File: config.mk
export PLATFORM = sky130hd
export DESIGN_NAME = div_result_display
export DESIGN_NICKNAME = d
export VERILOG_FILES = /design/src/rtl/div_result_display_pkg.sv /design/src/rtl/div_result_display_seg7_scan.sv /design/src/rtl/div_result_display.sv
export SDC_FILE = /design/constraint.sdc
export NUM_CORES = 1
export LEC_CHECK = 0
export BUFFER_PORTS_ARGS = -buffer_cell sky130_fd_sc_hd__buf_2
export CORE_ASPECT_RATIO = 0.7
export CORE_UTILIZATION = 35
export CTS_CLUSTER_SIZE = 24
export DETAILED_ROUTE_END_ITERATION = 8
export SYNTH_ARGS = -nofsm -noshare
export SYNTH_HDL_FRONTEND = slang
export SYNTH_SLANG_ARGS = --single-unit
File: constraint.sdc
create_clock -name clk -period 4.8 [get_ports clk]
set_clock_uncertainty 0.2 [all_clocks]
set_input_delay 0.24 -clock clk [delete_from_list [all_inputs] [get_ports clk]]
set_output_delay 0.24 -clock clk [all_outputs]
set_load 0.01 [all_outputs]
File: src/rtl/div_result_display_pkg.sv
// Shared types, segment codes and the double-dabble step for div_result_display.
`default_nettype none

package divdisp_pkg;

  localparam int BCD_W = 12;
  localparam int BIN_W = 7;
  localparam int SR_W  = BCD_W + BIN_W;

  typedef enum logic [1:0] {
    IDLE   = 2'd0,
    CONV_Q = 2'd1,
    CONV_R = 2'd2
  } divdisp_state_t;

  // Active-low segments, bit order {g,f,e,d,c,b,a}.
  localparam logic [6:0] SEG_DIGIT [0:9] = '{
    7'b1000000, 7'b1111001, 7'b0100100, 7'b0110000, 7'b0011001,
    7'b0010010, 7'b0000010, 7'b1111000, 7'b0000000, 7'b0010000
  };
  localparam logic [6:0] SEG_DASH  = 7'b0111111;
  localparam logic [6:0] SEG_BLANK = 7'b1111111;
  localparam logic [6:0] SEG_Q     = 7'b0011000;
  localparam logic [6:0] SEG_R     = 7'b0101111;

  function automatic logic [6:0] seg_of(input logic [3:0] d);
    if (d <= 4'd9) return SEG_DIGIT[d];
    return SEG_BLANK;
  endfunction

  // One shift-add-3 iteration over {bcd[11:0], bin[6:0]}.
  function automatic logic [SR_W-1:0] dd_step(input logic [SR_W-1:0] s);
    logic [SR_W-1:0] t;
    t = s;
    for (int n = 0; n < 3; n++) begin
      if (t[BIN_W + 4*n +: 4] >= 4'd5)
        t[BIN_W + 4*n +: 4] = t[BIN_W + 4*n +: 4] + 4'd3;
    end
    return {t[SR_W-2:0], 1'b0};
  endfunction

endpackage

`default_nettype wire

File: src/rtl/div_result_display_seg7_scan.sv
// Multiplexed 4-digit seven-segment scanner: scan counter, digit index, anode and segment registers.
`default_nettype none

module seg7_scan
  import divdisp_pkg::*;
#(
  parameter int SCAN_DIV = 50000
) (
  input  logic       clk,
  input  logic       rst,
  input  logic [3:0] units,
  input  logic [3:0] tens,
  input  logic [3:0] hundreds,
  input  logic       tag_r,
  input  logic       shown,
  input  logic [1:0] blank,
  output logic [3:0] an,
  output logic [6:0] seg
);

  localparam int CNT_W = (SCAN_DIV > 1) ? $clog2(SCAN_DIV) : 1;
  localparam logic [CNT_W-1:0] CNT_MAX = CNT_W'(SCAN_DIV - 1);

  logic [CNT_W-1:0] scan_cnt;
  logic [1:0]       digit;
  logic [1:0]       next_digit;
  logic [6:0]       next_seg;

  assign next_digit = digit + 2'd1;

  // Segment pattern for the digit about to become active; blank[1] masks hundreds, blank[0] tens.
  always_comb begin
    next_seg = SEG_DASH;
    if (shown) begin
      case (next_digit)
        2'd0:    next_seg = seg_of(units);
        2'd1:    next_seg = blank[0] ? SEG_BLANK : seg_of(tens);
        2'd2:    next_seg = blank[1] ? SEG_BLANK : seg_of(hundreds);
        default: next_seg = tag_r ? SEG_R : SEG_Q;
      endcase
    end
  end

  always_ff @(posedge clk) begin
    if (!rst) begin
      scan_cnt <= '0;
      digit    <= 2'd0;
      an       <= 4'b1110;
      seg      <= SEG_DASH;
    end else if (scan_cnt == CNT_MAX) begin
      scan_cnt <= '0;
      digit    <= next_digit;
      an       <= ~(4'b0001 << next_digit);
      seg      <= next_seg;
    end else begin
      scan_cnt <= scan_cnt + 1'b1;
    end
  end

endmodule

`default_nettype wire

File: src/rtl/div_result_display.sv
// Captures divider Q/R, converts both to BCD by double-dabble and drives a scanned 7-seg display.
// Optional leading-zero blanking: define DIVDISP_ZERO_BLANK_EN.
`default_nettype none

module div_result_display
  import divdisp_pkg::*;
#(
  parameter int SCAN_DIV = 50000
) (
  input  logic             clk,
  input  logic             rst,
  input  logic             done_in,
  input  logic [BIN_W-1:0] q_in,
  input  logic [BIN_W-1:0] r_in,
  input  logic             sel_r,
  output logic [BCD_W-1:0] bcd_q,
  output logic [BCD_W-1:0] bcd_r,
  output logic             bcd_valid,
  output logic             busy,
  output logic [3:0]       an,
  output logic [6:0]       seg
);

  divdisp_state_t   state;
  logic             done_d;
  logic             start_cv;
  logic [BIN_W-1:0] r_lat;
  logic [SR_W-1:0]  sr;
  logic [SR_W-1:0]  sr_next;
  logic [2:0]       bit_cnt;
  logic [BCD_W-1:0] q_tmp;
  logic             shown;
  logic [BCD_W-1:0] disp_val;
  logic [1:0]       blank;

  assign start_cv = done_in & ~done_d;
  assign sr_next  = dd_step(sr);

  always_ff @(posedge clk) begin
    if (!rst) begin
      state     <= IDLE;
      done_d    <= 1'b0;
      r_lat     <= '0;
      sr        <= '0;
      bit_cnt   <= 3'd0;
      q_tmp     <= '0;
      bcd_q     <= '0;
      bcd_r     <= '0;
      bcd_valid <= 1'b0;
      busy      <= 1'b0;
      shown     <= 1'b0;
    end else begin
      done_d <= done_in;
      case (state)
        IDLE: begin
          if (start_cv) begin
            r_lat     <= r_in;
            sr        <= {{BCD_W{1'b0}}, q_in};
            bit_cnt   <= 3'd7;
            busy      <= 1'b1;
            bcd_valid <= 1'b0;
            state     <= CONV_Q;
          end
        end
        CONV_Q: begin
          if (bit_cnt == 3'd1) begin
            q_tmp   <= sr_next[SR_W-1:BIN_W];
            sr      <= {{BCD_W{1'b0}}, r_lat};
            bit_cnt <= 3'd7;
            state   <= CONV_R;
          end else begin
            sr      <= sr_next;
            bit_cnt <= bit_cnt - 3'd1;
          end
        end
        CONV_R: begin
          // Extra settle edge after the 7th shift publishes both results together.
          if (bit_cnt != 3'd0) begin
            sr      <= sr_next;
            bit_cnt <= bit_cnt - 3'd1;
          end else begin
            bcd_q     <= q_tmp;
            bcd_r     <= sr[SR_W-1:BIN_W];
            bcd_valid <= 1'b1;
            busy      <= 1'b0;
            shown     <= 1'b1;
            state     <= IDLE;
          end
        end
        default: state <= IDLE;
      endcase
    end
  end

  assign disp_val = sel_r ? bcd_r : bcd_q;

`ifdef DIVDISP_ZERO_BLANK_EN
  assign blank = {disp_val[11:8] == 4'd0, (disp_val[11:8] == 4'd0) && (disp_val[7:4] == 4'd0)};
`else
  assign blank = 2'b00;
`endif

  seg7_scan #(
    .SCAN_DIV (SCAN_DIV)
  ) u_scan (
    .clk      (clk),
    .rst      (rst),
    .units    (disp_val[3:0]),
    .tens     (disp_val[7:4]),
    .hundreds (disp_val[11:8]),
    .tag_r    (sel_r),
    .shown    (shown),
    .blank    (blank),
    .an       (an),
    .seg      (seg)
  );

endmodule

`default_nettype wire

* Yosys cells after proc, flatten, opt, wreduce, memory -nomap -nowiden
Memory sizes are Yosys's and may differ from the RTL's.
Index checks and enable logic that the tools add are counted.
** Word-level totals
- Bits in read-only memories :: 336
- Bits in registers :: 100
- Memories :: 3
** Operators by class
- Eq/ne operators :: 10
- Shift operators :: 1
- Multiplexer cells :: 46
- Order comparisons :: 9
- Add/sub/neg operators :: 6
- Reductions and logical operators :: 12
- Bitwise operators :: 8
** Memories
- (name not given) :: depth 16, width 7, read ports 1, clocked after Yosys merged registers in 0, write ports 0, line div_result_display_pkg.sv:27 : if (d <= 4'd9) return SEG_DIGIT[d];
- (name not given) :: depth 16, width 7, read ports 1, clocked after Yosys merged registers in 0, write ports 0, line div_result_display_pkg.sv:27
- (name not given) :: depth 16, width 7, read ports 1, clocked after Yosys merged registers in 0, write ports 0, line div_result_display_pkg.sv:27
** Operator list (count)
- 2-to-1 mux 7 bit :: 13
- 2-to-1 mux 19 bit :: 3
- one-hot mux 19 bit (3 select lines) :: 1
- one-hot mux 7 bit (3 select lines) :: 1
- adder 16 x 1 -> 16 bit (second input constant) :: 1
- == test 16 bit (second input constant) :: 1
- >= comparator 5 bit (second input constant) :: 3
- NOT 4 -> 5 bit :: 3
- 2-to-1 mux 1 bit :: 13
- >= comparator 4 x 3 -> 1 bit (second input constant) :: 3
- <= comparator 4 bit (second input constant) :: 3
- 2-to-1 mux 12 bit :: 1
- 2-to-1 mux 3 bit :: 4
- one-hot mux 3 bit (3 select lines) :: 1
- AND reduction 3 bit :: 3
- adder 4 x 2 -> 4 bit (second input constant) :: 2
- 2-to-1 mux 4 bit :: 2
- != test 2 bit (second input constant) :: 4
- 2-to-1 mux 2 bit :: 3
- 2-to-1 mux 6 bit :: 1
- one-hot mux 2 bit (3 select lines) :: 1
- AND reduction 2 bit :: 3
- nonzero test 3 bit :: 2
- == test 2 x 1 -> 1 bit (second input constant) :: 2
- other kinds (13) :: 18

* Longest topological paths before layout
- Depth after elaboration :: 9
- Gate-level depth with buffers :: 11

* Hierarchy
From an unflattened synthesis, not the netlist that was laid out.
** Unflattened totals
- Cells, all modules :: 656
- Area, all modules :: 5338.9 sq um
** Modules (own cells, without submodules)
- div_result_display :: area each 3365.7 sq um, cells each 416, times used 1, seq. area each 1421.4 sq um
- seg7_scan :: area each 1973.1 sq um, cells each 240, times used 1, seq. area each 580.6 sq um

* Least setup slack after synthesis
OpenSTA, ideal clock, no wires.
- Kind :: input to register
- From :: input port sel_r
- To :: register u_scan.seg[0]
- Required time :: 4.475 ns
- Buffers on the path :: 3
- Arrival :: 2.098 ns
- Path slack :: 2.377 ns
- Stages on the path :: 10
- Cells stage by stage :: buf_6 buf_4 buf_2 mux2i_1 ha_1 nor2_1 a21oi_1 o22ai_1 a2111oi_2 nor2_1
** Between the ends
- Longest elaborated chain between the ends :: 9
- Elaborated cells between the ends (all ways) :: 34
- Classes of those cells :: 3 x order compare; 25 x mux; 3 x bitwise; 3 x memory
** Ends and longest elaborated chain
- from (decl) :: line div_result_display.sv:15 : input logic sel_r,
- 2-to-1 mux 12 bit :: line div_result_display.sv:95 : assign disp_val = sel_r ? bcd_r : bcd_q;
- NOT 4 -> 5 bit (not written as such) :: line div_result_display_pkg.sv:27
- memory read (16 x 7 bit)
- 2-to-1 mux 7 bit (not written as such) (2 in a row) :: line div_result_display_pkg.sv:27
- 2-to-1 mux 7 bit :: line div_result_display_pkg.sv:27
- 2-to-1 mux 7 bit :: line div_result_display_pkg.sv:28 : return SEG_BLANK;
- one-hot mux 7 bit (3 select lines) * :: line div_result_display_seg7_scan.sv:35 : case (next_digit)
- 2-to-1 mux 7 bit * :: line div_result_display_seg7_scan.sv:34 : if (shown) begin
- to (signal assigned) :: line div_result_display_seg7_scan.sv:54 : seg <= next_seg;
- to (decl) :: line div_result_display_seg7_scan.sv:18 : output logic [6:0] seg
Every way passes the cells marked *; elsewhere a longest branch is shown, timed or not. The select of a mux whose other input is x is not followed.
A chain may end at the register's enable or synchronous reset.

* Worst setup path in the final report
- From :: register state[0]
- To :: register sr[9]
** Between the ends
- Longest elaborated chain between the ends :: 3
- Elaborated cells between the ends (all ways) :: 8
- Classes of those cells :: 4 x eq/ne; 1 x mux; 3 x reduce/logical
** Ends and longest elaborated chain
- from (decl) :: line div_result_display.sv:24 : divdisp_state_t state;
- from (signal assigned) :: line div_result_display.sv:41 : state <= IDLE;
- from (signal assigned) :: line div_result_display.sv:62 : state <= CONV_Q;
- from (signal assigned) :: line div_result_display.sv:70 : state <= CONV_R;
- == test 2 bit (tied with other cells) :: line div_result_display.sv:54 : case (state)
- != test 2 bit (no source line) / nonzero test 3 bit (equally long branches)
- AND reduction 3 bit (no source line)
- to (signal assigned) :: line div_result_display.sv:58 : sr <= {{BCD_W{1'b0}}, q_in};
- to (signal assigned) :: line div_result_display.sv:68 : sr <= {{BCD_W{1'b0}}, r_lat};
- to (signal assigned) :: line div_result_display.sv:72 : sr <= sr_next;
- to (decl) :: line div_result_display.sv:28 : logic [SR_W-1:0] sr;
Several ways; a longest one is shown, not always the timed one.

==> reports/qor.yml <==
layout:
  fin_nets: 723
  antenna_cells: 0
  stdcell_area_sq_mm: 0.00608
  area_growth_pct: 13.8
  n_fill_cell: 1487
  utilization: 0.410
  drive_above_1_share: 0.129
flow_run:
  drv_cap: 0
yosys:
  syn-num-nets: 683
  yosysWarnings: 0
  ys_top_cells_by_count: "100 x dfxtp_1, 100 x nand2_1, 37 x nor2_1"
  synth_edf_count: 0
  synth.area.top_cells: "dfxtp_1 37%, ha_1 8.0%, nand2_1 7.0%"
  ys_seq_area_frac: 0.375
  synthDistinctLibCells: 50
  async_reset_ff_frac: 0
  ys.flop_type: "dfxtp_1"
  synthesis.area_sq_mm: 0.00534
  synth_top_area_frac: 0.375
  netlist_instances: 631
  synth_seq_cells: 100
  syn_avg_cell_area_sq_um: 8.46
  yosysTopAreaCell: "dfxtp_1"
detailed_routing:
  via_per_inst: 5.13
  dr.pass1.iters: 5
  num_vias: 4472
  finalWirelength_microns: 12200
  ant_nets: 0
  drtIter0Drc: 264
  drc: 0
  wire_per_inst_microns: 14.0
critical_path:
  r2r_cells: 8
  cp_data_required_time_ps: 4880
  r2r-end: "sr[9]"
  r2r-start: "state[0]"
  endpoint_kind: "flop"
  start_kind: "flop"
  crit_type: "flop to flop"
  path_max_fanout: 26
  r2r_setup_slack_ps: 1810
  arrival_ps: 3070
placement:
  hpwl_microns: 8800
  place.gp.congestion: 0.879
  dpl_cell_area_sq_mm: 0.00570
  io_buffers: 54
floorplan:
  num_rows: 37
  initial_core_util: 0.360
  die_h_microns: 105
  pin_count: 55
  chipWidth_microns: 150
  core_region_area_sq_mm: 0.0148
  dieArea_sq_mm: 0.0158
timing:
  rsz0062_at_grt: "no"
  clock.fmax_mhz: 335
  hold_viol: 0
  max-slew-margin-rel: 0.255
  period_minus_slack_ps: 2990
  tns_ps: 0
  finalCritPeriodShare: 0.623
  setup_viol: 0
  slew_viol_final: 0
  worstMarginPinSlew_ps: 1110
clock_network:
  clock_latency_ps: 350
  root_buffer: "clkbuf_16"
  cts.clk_slew.worst_paths_ps: 70
  cts_tree: "yes"
  cts_resized: 0
  cts.sinks: 100
  postCtsSetupBuffers: 0
  cts_hold_buf: 8
  cts_max_level: 3
  cts_buffers: 9
  cts_max_path_buffers: 2
hold_path:
  holdPathEnd: "sr[0]"
  hp-class: "primary input to flop"
  hold_path_depth: 4
  min-delay-start: "q_in[0]"
grt:
  grt_pass1_vias: 4288
  grt_antenna_before_repair: 0
  grt_max_degree: 87
  track_usage: 0.162
  grt.overflow.total: 0
  grt_pass1_wl_microns: 20700
pwr:
  pwr_density_cell_mw_per_mm2: 312
  worst_ir_drop_vdd_mv: 0.184
  p_leak_nw: 2.47
run_status:
  status: "completed"
## critical path: stages (launching register included)
cell	delay, ps
dfxtp_1	390
inv_1	80
ha_1	310
and3b_1	500
a211oi_2	310
buf_4	260
o211a_1	560
a22oi_1	140
nor2b_1	160
## routing by layer
metal | track usage | vias up | part of all wire | wire (microns)
met3 | 0.0333 | 13 | 0.034 | 414
li1 | - | 2263 | - | -
met4 | 0.0415 | 0 | 0.0098 | 119
met1 | 0.226 | 2116 | 0.50 | 6130
met2 | 0.251 | 80 | 0.45 | 5510
met5 | 0 | - | 0 | 0
## how the worst max path moves through the flow
stage                     startpoint             to  slack [ps]  depth (start not counted)
after CTS                   state[0]          sr[9]        1820                          8
after global placement      state[0]         sr[12]        1990                          8
after floorplan                sel_r  u_scan.seg[0]        2380                         10
final                       state[0]          sr[9]        1810                          8
after global routing        state[0]          sr[5]        1560                          8
after detailed placement    state[0]          sr[9]        1860                          8
## metrics by stage
step / total power, mW / hold slack [ps] / instances / worst slack, ps
global placement: 1.16 / 241 / 847 / 1990
detailed placement: 1.18 / 246 / 847 / 1860
global route: 1.99 / 142 / 871 / 1560
finish: 1.90 / 116 / 871 / 1810
CTS: 1.91 / 108 / 871 / 1820
floorplan: 1.12 / 162 / 631 / 2380
## placed cells by master (no fill, tap or decap), types with 6 or more instances in the layout
master         count
mux2_2             8
o31ai_1            6
a21boi_1           6
a21boi_0          32
ha_1              34
nand2b_1          11
dlygate4sd3_1      8
mux2i_1           24
xor2_1             9
xnor2_1            8
a21oi_1           36
o21ai_0           26
nor2b_1           22
dfxtp_1          100
clkbuf_16          9
inv_1             34
a22oi_1           14
nand3_1           12
o22ai_1           10
nor2_1            37
nand2_1          100
o221ai_1          10
buf_2             54
## cell type report
class	instances	area, sq um	share of cell area
Clock buffer	9	225	0.0370
Sequential cell	100	2000	0.329
Inverter	34	128	0.0210
Clock inverter	7	78.8	0.0130
Tap cell	195	244	0.0401
Timing Repair Buffer	64	365	0.0601
Multi-Input combinational cell	462	3040	0.499
## where the power goes
group          total (mW)  switching [mW]  internal [mW]
combinational       0.265           0.155          0.110
clock               0.734           0.362          0.371
sequential          0.898          0.0281          0.870
## cells by family (layout without fill, tap and decap cells)
group | count (synthesis) | count (layout) | share of synthesized area
compound gates | 164 | 164 | 0.208
xor+xnor | 17 | 17 | 0.0279
flops | 100 | 100 | 0.375
mux | 32 | 32 | 0.0619
fa+ha+maj | 34 | 34 | 0.0797
simple gates | 215 | 215 | 0.192
buf+inv | 69 | 114 | 0.0565
## flip-flops by register name, summed over array words and instances, names as in the netlist
signal	count
u_scan.an	4
bcd_q	12
state	2
u_scan.seg	7
r_lat	7
bcd_valid	1
sr	19
done_d	1
bcd_r	12
bit_cnt	3
busy	1
q_tmp	12
shown	1
u_scan.scan_cnt	16
u_scan.digit	2
Power figures use the tool's default switching activity.
